## src/rtl/priv_intr_arbiter.sv

```systemverilog
// priv_intr_arbiter: parametrised interrupt pending/arbitration engine.
// Latches per-source pending bits, qualifies them by enable, delegation and
// privilege, picks one M- or S-targeted winner and holds a trap request to
// the pipeline controller until the pipe is clear.
// Optional feature macro: PRIV_INTR_EDGE_EN (per-source edge mode, software
// clear and auto-clear on take). Without it every source is level-sensitive.
module priv_intr_arbiter #(
  parameter int NUM_SRC = 16,
  parameter int CAUSE_W = 5
) (
  input  logic               CLK,
  input  logic               RST,
  input  logic [NUM_SRC-1:0] src_i,
  input  logic [NUM_SRC-1:0] src_edge_i,
  input  logic [NUM_SRC-1:0] clear_i,
  input  logic [NUM_SRC-1:0] mie_i,
  input  logic [NUM_SRC-1:0] mideleg_i,
  input  logic               mstatus_mie_i,
  input  logic               mstatus_sie_i,
  input  logic [1:0]         priv_i,
  input  logic               pipe_clear_i,
  input  logic               ex_mem_stall_i,
  output logic [NUM_SRC-1:0] pending_o,
  output logic               intr_o,
  output logic               intr_to_s_o,
  output logic [CAUSE_W-1:0] cause_o,
  output logic               take_o
);

  typedef enum logic [1:0] {
    ST_IDLE = 2'd0,
    ST_REQ  = 2'd1,
    ST_ACK  = 2'd2
  } state_t;

  state_t               r_state, w_state_nxt;
  logic [NUM_SRC-1:0]   r_pending, w_pending_nxt;
  logic [CAUSE_W-1:0]   r_cause, w_cause_nxt;
  logic                 r_to_s, w_to_s_nxt;

  logic                 w_m_en, w_s_en, w_any_m, w_any;
  logic [NUM_SRC-1:0]   w_elig_m, w_elig_s, w_elig;
  logic [CAUSE_W-1:0]   w_win_idx;
  logic                 w_win_s;
  logic                 w_lock_elig;

  // Privilege gating: M targets are masked only in M-mode with MIE clear;
  // S targets are taken from U always, from S with SIE, never from M.
  assign w_m_en   = (priv_i != 2'd3) | mstatus_mie_i;
  assign w_s_en   = (priv_i == 2'd0) | ((priv_i == 2'd1) & mstatus_sie_i);
  assign w_elig_m = r_pending & mie_i & ~mideleg_i & {NUM_SRC{w_m_en}};
  assign w_elig_s = r_pending & mie_i &  mideleg_i & {NUM_SRC{w_s_en}};
  assign w_elig   = w_elig_m | w_elig_s;
  assign w_any_m  = |w_elig_m;
  assign w_any    = |w_elig;

  // Winner: any M target beats every S target; highest index within a target
  always_comb begin
    w_win_idx = '0;
    w_win_s   = 1'b0;
    for (int unsigned i = 0; i < NUM_SRC; i++) begin
      if (w_any_m ? w_elig_m[i] : w_elig_s[i]) begin
        w_win_idx = CAUSE_W'(i);
        w_win_s   = ~w_any_m;
      end
    end
  end

  // Is the locked source still eligible (used to withdraw a stale request)
  always_comb begin
    w_lock_elig = 1'b0;
    for (int unsigned i = 0; i < NUM_SRC; i++) begin
      if (r_cause == CAUSE_W'(i)) w_lock_elig = w_elig[i];
    end
  end

`ifdef PRIV_INTR_EDGE_EN
  logic [NUM_SRC-1:0] r_src_q;
  logic [NUM_SRC-1:0] w_rise, w_ack_sel, w_clr;

  // One-hot of the source being taken this cycle, for edge auto-clear
  always_comb begin
    w_ack_sel = '0;
    for (int unsigned i = 0; i < NUM_SRC; i++) begin
      w_ack_sel[i] = (r_state == ST_ACK) && (r_cause == CAUSE_W'(i));
    end
  end

  assign w_rise = src_i & ~r_src_q;
  assign w_clr  = clear_i | w_ack_sel;
  // Set dominates clear for edge sources; level sources just follow src_i
  assign w_pending_nxt = (src_edge_i & (w_rise | (r_pending & ~w_clr)))
                       | (~src_edge_i & src_i);

  // Edge-detect history
  always_ff @(posedge CLK or posedge RST) begin
    if (RST) r_src_q <= '0;
    else     r_src_q <= src_i;
  end
`else
  logic w_unused_edge;
  assign w_unused_edge = ^{src_edge_i, clear_i};
  assign w_pending_nxt = src_i;
`endif

  // Pending register (the mip view)
  always_ff @(posedge CLK or posedge RST) begin
    if (RST) r_pending <= '0;
    else     r_pending <= w_pending_nxt;
  end

  // Next-state: lock winner in IDLE, hold or withdraw in REQ, pulse in ACK
  always_comb begin
    w_state_nxt = r_state;
    w_cause_nxt = r_cause;
    w_to_s_nxt  = r_to_s;
    case (r_state)
      ST_IDLE: begin
        if (w_any) begin
          w_state_nxt = ST_REQ;
          w_cause_nxt = w_win_idx;
          w_to_s_nxt  = w_win_s;
        end
      end
      ST_REQ: begin
        if (!w_lock_elig)                        w_state_nxt = ST_IDLE;
        else if (pipe_clear_i && !ex_mem_stall_i) w_state_nxt = ST_ACK;
      end
      ST_ACK:  w_state_nxt = ST_IDLE;
      default: w_state_nxt = ST_IDLE;
    endcase
  end

  // FSM state and locked request
  always_ff @(posedge CLK or posedge RST) begin
    if (RST) begin
      r_state <= ST_IDLE;
      r_cause <= '0;
      r_to_s  <= 1'b0;
    end else begin
      r_state <= w_state_nxt;
      r_cause <= w_cause_nxt;
      r_to_s  <= w_to_s_nxt;
    end
  end

  assign pending_o   = r_pending;
  assign intr_o      = (r_state == ST_REQ);
  assign take_o      = (r_state == ST_ACK);
  assign cause_o     = r_cause;
  assign intr_to_s_o = r_to_s;

endmodule

```

## config.mk

```make
export PLATFORM = sky130hd
export DESIGN_NAME = priv_intr_arbiter
export DESIGN_NICKNAME = d
export VERILOG_FILES = /design/src/rtl/priv_intr_arbiter.sv
export SDC_FILE = /design/constraint.sdc
export NUM_CORES = 1
export LEC_CHECK = 0
export CAP_MARGIN = 0
export CORE_UTILIZATION = 30
export DETAILED_ROUTE_END_ITERATION = 8
export PLACE_DENSITY = 0.69
export REMOVE_ABC_BUFFERS = 1
export SLEW_MARGIN = 30
export SYNTH_ARGS = -nofsm -noshare
export SYNTH_HDL_FRONTEND = slang
export SYNTH_SLANG_ARGS = --single-unit
```

## constraint.sdc

```tcl
create_clock -name CLK -period 3.61 [get_ports CLK]
set_clock_uncertainty 0.05 [all_clocks]
set_input_delay 0.361 -clock CLK [delete_from_list [all_inputs] [get_ports CLK]]
set_output_delay 0.361 -clock CLK [all_outputs]
set_load 0.02 [all_outputs]
```

==> flow_metrics.env <==
export IMPL_dpl_cell_area_um2=2591
export IMPL_start_util=0.3095
export IMPL_period_minus_slack_ns=3.004
export IMPL_synth_area_top_cells="dfrtp_1 34%, nor2_1 5.3%, nor3_1 5.0%"
export IMPL_rsz0062_at_grt="false"
export IMPL_yosys_area_top_type_share=0.3377
export IMPL_min_period_over_period=0.8322
export IMPL_wl_per_cell_um=14.66
export IMPL_grt_util_met3=0.03059
export IMPL_core_um2=5507
export IMPL_synth_edff_count=0
export IMPL_status="finished, violations left"
export IMPL_drt_iter0_drc=108
export IMPL_post_place_ws_ns=0.3584
export IMPL_criticalPathCategory="in2reg"
export IMPL_die_h_um=77.37
export IMPL_postLayoutSetupSlackWorst_ns=0.6058
export IMPL_clkLatencyLatePin_ns=0.27
export IMPL_rows=27
export IMPL_layout_common_cells="78 x clkdlybuf4s50_1, 24 x nor2_1, 23 x dfrtp_1"
export IMPL_synthCells=205
export IMPL_drv_slew=0
export IMPL_cts_buffer_depth=2
export IMPL_maxCapViolCount=0
export IMPL_crit_path_max_fanout=21
export IMPL_final_common_cell="clkdlybuf4s50_1"
export IMPL_crit_top_cell="and3_1"
export IMPL_grt_ovfl_total=0
export IMPL_slowest_delay_ns=0.55
export IMPL_tns_ns=0
export IMPL_multiInputGateArea_um2=1062
export IMPL_grt_max_degree=24
export IMPL_violations="DRC"
export IMPL_worstPathRequired_ns=3.72
export IMPL_post_cts_buffers=0
export IMPL_grt_pass1_wl_mm=8.680
export IMPL_finalWeightedCongestion=0.8427
export IMPL_drt_first_pass_iters=6
export IMPL_regArea_um2=575.6
export IMPL_gr_usage_all_layers=0.1803
export IMPL_synth_largest_area_cell="dfrtp_1"
export IMPL_grtUsageMet2=0.2938
export IMPL_vias_per_cell=5.294
export IMPL_seq_area_frac_synth=0.3377
export IMPL_finalInstanceArea_um2=2638
export IMPL_wl_mm=5.277
export IMPL_synth_cell_types=52
export IMPL_post_route_drc_count=4
export IMPL_ys_seq_elements=23
export IMPL_syn_area_um2=1704
export IMPL_hold_class="in2async"
export IMPL_cts_resized=0
export IMPL_syn2layout_area_growth_pct=54.77
export IMPL_ys_warn_count=0
export IMPL_tightest_slew_ns=0.6924
export IMPL_hold_ws_ns=0.3749
export IMPL_hold_violations=0
export IMPL_postCtsHoldBufs=0
export IMPL_setup_viol=0
export IMPL_cp_start_kind="input port"
export IMPL_synth_area_per_cell_um2=8.313
export IMPL_vias=1906
export IMPL_postRouteAntennaNets=0
export IMPL_io_pins=112
export IMPL_nNetsFinal=377
export IMPL_htree_levels=1
export IMPL_diodes=0
export IMPL_grt_pass1_vias=1857
export IMPL_drive_gt1_frac=0.09375
export IMPL_path_cells="clkdlybuf4s50_1, and3b_4, nor3_1, nor4_2, and3_1, mux2i_2, nor2_1, and3_1, o32a_1"
export IMPL_postSynth_asyncResetShare=1.000
export IMPL_grt_use_met1=0.2487
export IMPL_peakVddDrop_mv=0.1890
export IMPL_leakagePower_nw=1.002
export IMPL_root_buffer="clkbuf_8"
export IMPL_ff2ff_path_depth=8
export IMPL_maxSlewHeadroom=0.5264
export IMPL_antenna_found_initial=0
export IMPL_end_kind="register"
export IMPL_cts_tree="built"
export IMPL_dp_hpwl_mm=4.204
export IMPL_numCtsBuffers=3
export IMPL_clk_pin_slew_ns=0.09
export IMPL_die_w_um=77.37
export IMPL_fmax_ghz=0.3329
export IMPL_io_buffers=78
export IMPL_cts_sinks=23
export IMPL_synthFlopType="dfrtp_1"
export IMPL_top_usage_layer="met2"
export IMPL_power_density_nw_per_um2=398.2
export IMPL_num_fill_cells=518
export IMPL_fp_dieArea_um2=5986
export IMPL_cp_arrival_ns=3.11
export IMPL_cpMaxStageDelayCell="clkdlybuf4s50_1"
where the power goes:
part	leakage [nW]	switching, mW	internal (mW)
clock network	0.0255	0.0930	0.0773
registers	0.269	0.0818	0.301
logic	0.707	0.234	0.263
metrics by stage:
step / util / power (mW) / std cells
finish: 0.4790 / 1.050 / 360
global route: 0.4790 / 1.124 / 360
CTS: 0.4790 / 1.061 / 360
detailed placement: 0.4706 / 0.8846 / 356
global placement: 0.4706 / 0.8798 / 356
floorplan: - / 0.6472 / 197
layer usage:
metal | routed length, µm | vias to the layer above
li1 | - | 947
met1 | 2414 | 893
met2 | 2485 | 62
met3 | 335 | 4
met4 | 42 | 0
met5 | 0 | -
cell families after synthesis:
| kind of cell | count (synthesis) | synth area share |
|---|---|---|
| flip-flops | 23 | 0.3377 |
| multiplexers | 5 | 0.03964 |
| AO/OA/AOI/OAI | 46 | 0.1843 |
| other | 1 | 0.002201 |
| buffers and inverters | 12 | 0.03891 |
| AND/OR/NAND/NOR | 118 | 0.3972 |
synthesized netlist by cell type (all sizes together) (4+ instances only):
library cell,n
a211oi,4
a21oi,9
and3,5
buf,6
dfrtp,23
inv,4
nand2,16
nand3,13
nand3b,7
nor2,24
nor2b,6
nor3,21
nor4b,7
o21ai,9
or3,5
flip-flops by register name, indices dropped and copies added (netlist names):
signal,count
intr_to_s_o,1
r_state,2
cause_o,4
pending_o,16
critical path, delay by kind of cell:
family | cells | cell delay [ns]
AND/OR/NAND/NOR | 6 | 1.52
buffers and inverters | 1 | 0.55
multiplexers | 1 | 0.34
AO/OA/AOI/OAI | 1 | 0.33
final timing paths:
| path | from | slack (ns) | end |
|---|---|---|---|
| worst max-delay path | priv_i[1] | 0.61 | cause_o[1] |
| worst min-delay path | RST | 0.37 | pending_o[9] |
| worst max register to register | pending_o[9] | 1.21 | cause_o[1] |
| worst min register to register | intr_to_s_o | 0.48 | intr_to_s_o |
| max in group asynchronous | RST | 2.80 | cause_o[1] |
| min in group CLK | src_i[9] | 0.47 | pending_o[9] |
area by class of cell:
cell class,count,share of cell area
Clock inverter,1,0.001898
Sequential cell,23,0.2182
Tap cell,72,0.03416
Multi-Input combinational cell,170,0.4028
Timing Repair Buffer,87,0.3216
Inverter,4,0.005693
Clock buffer,3,0.01565
Note: power is estimated with default switching activity, not from simulation.
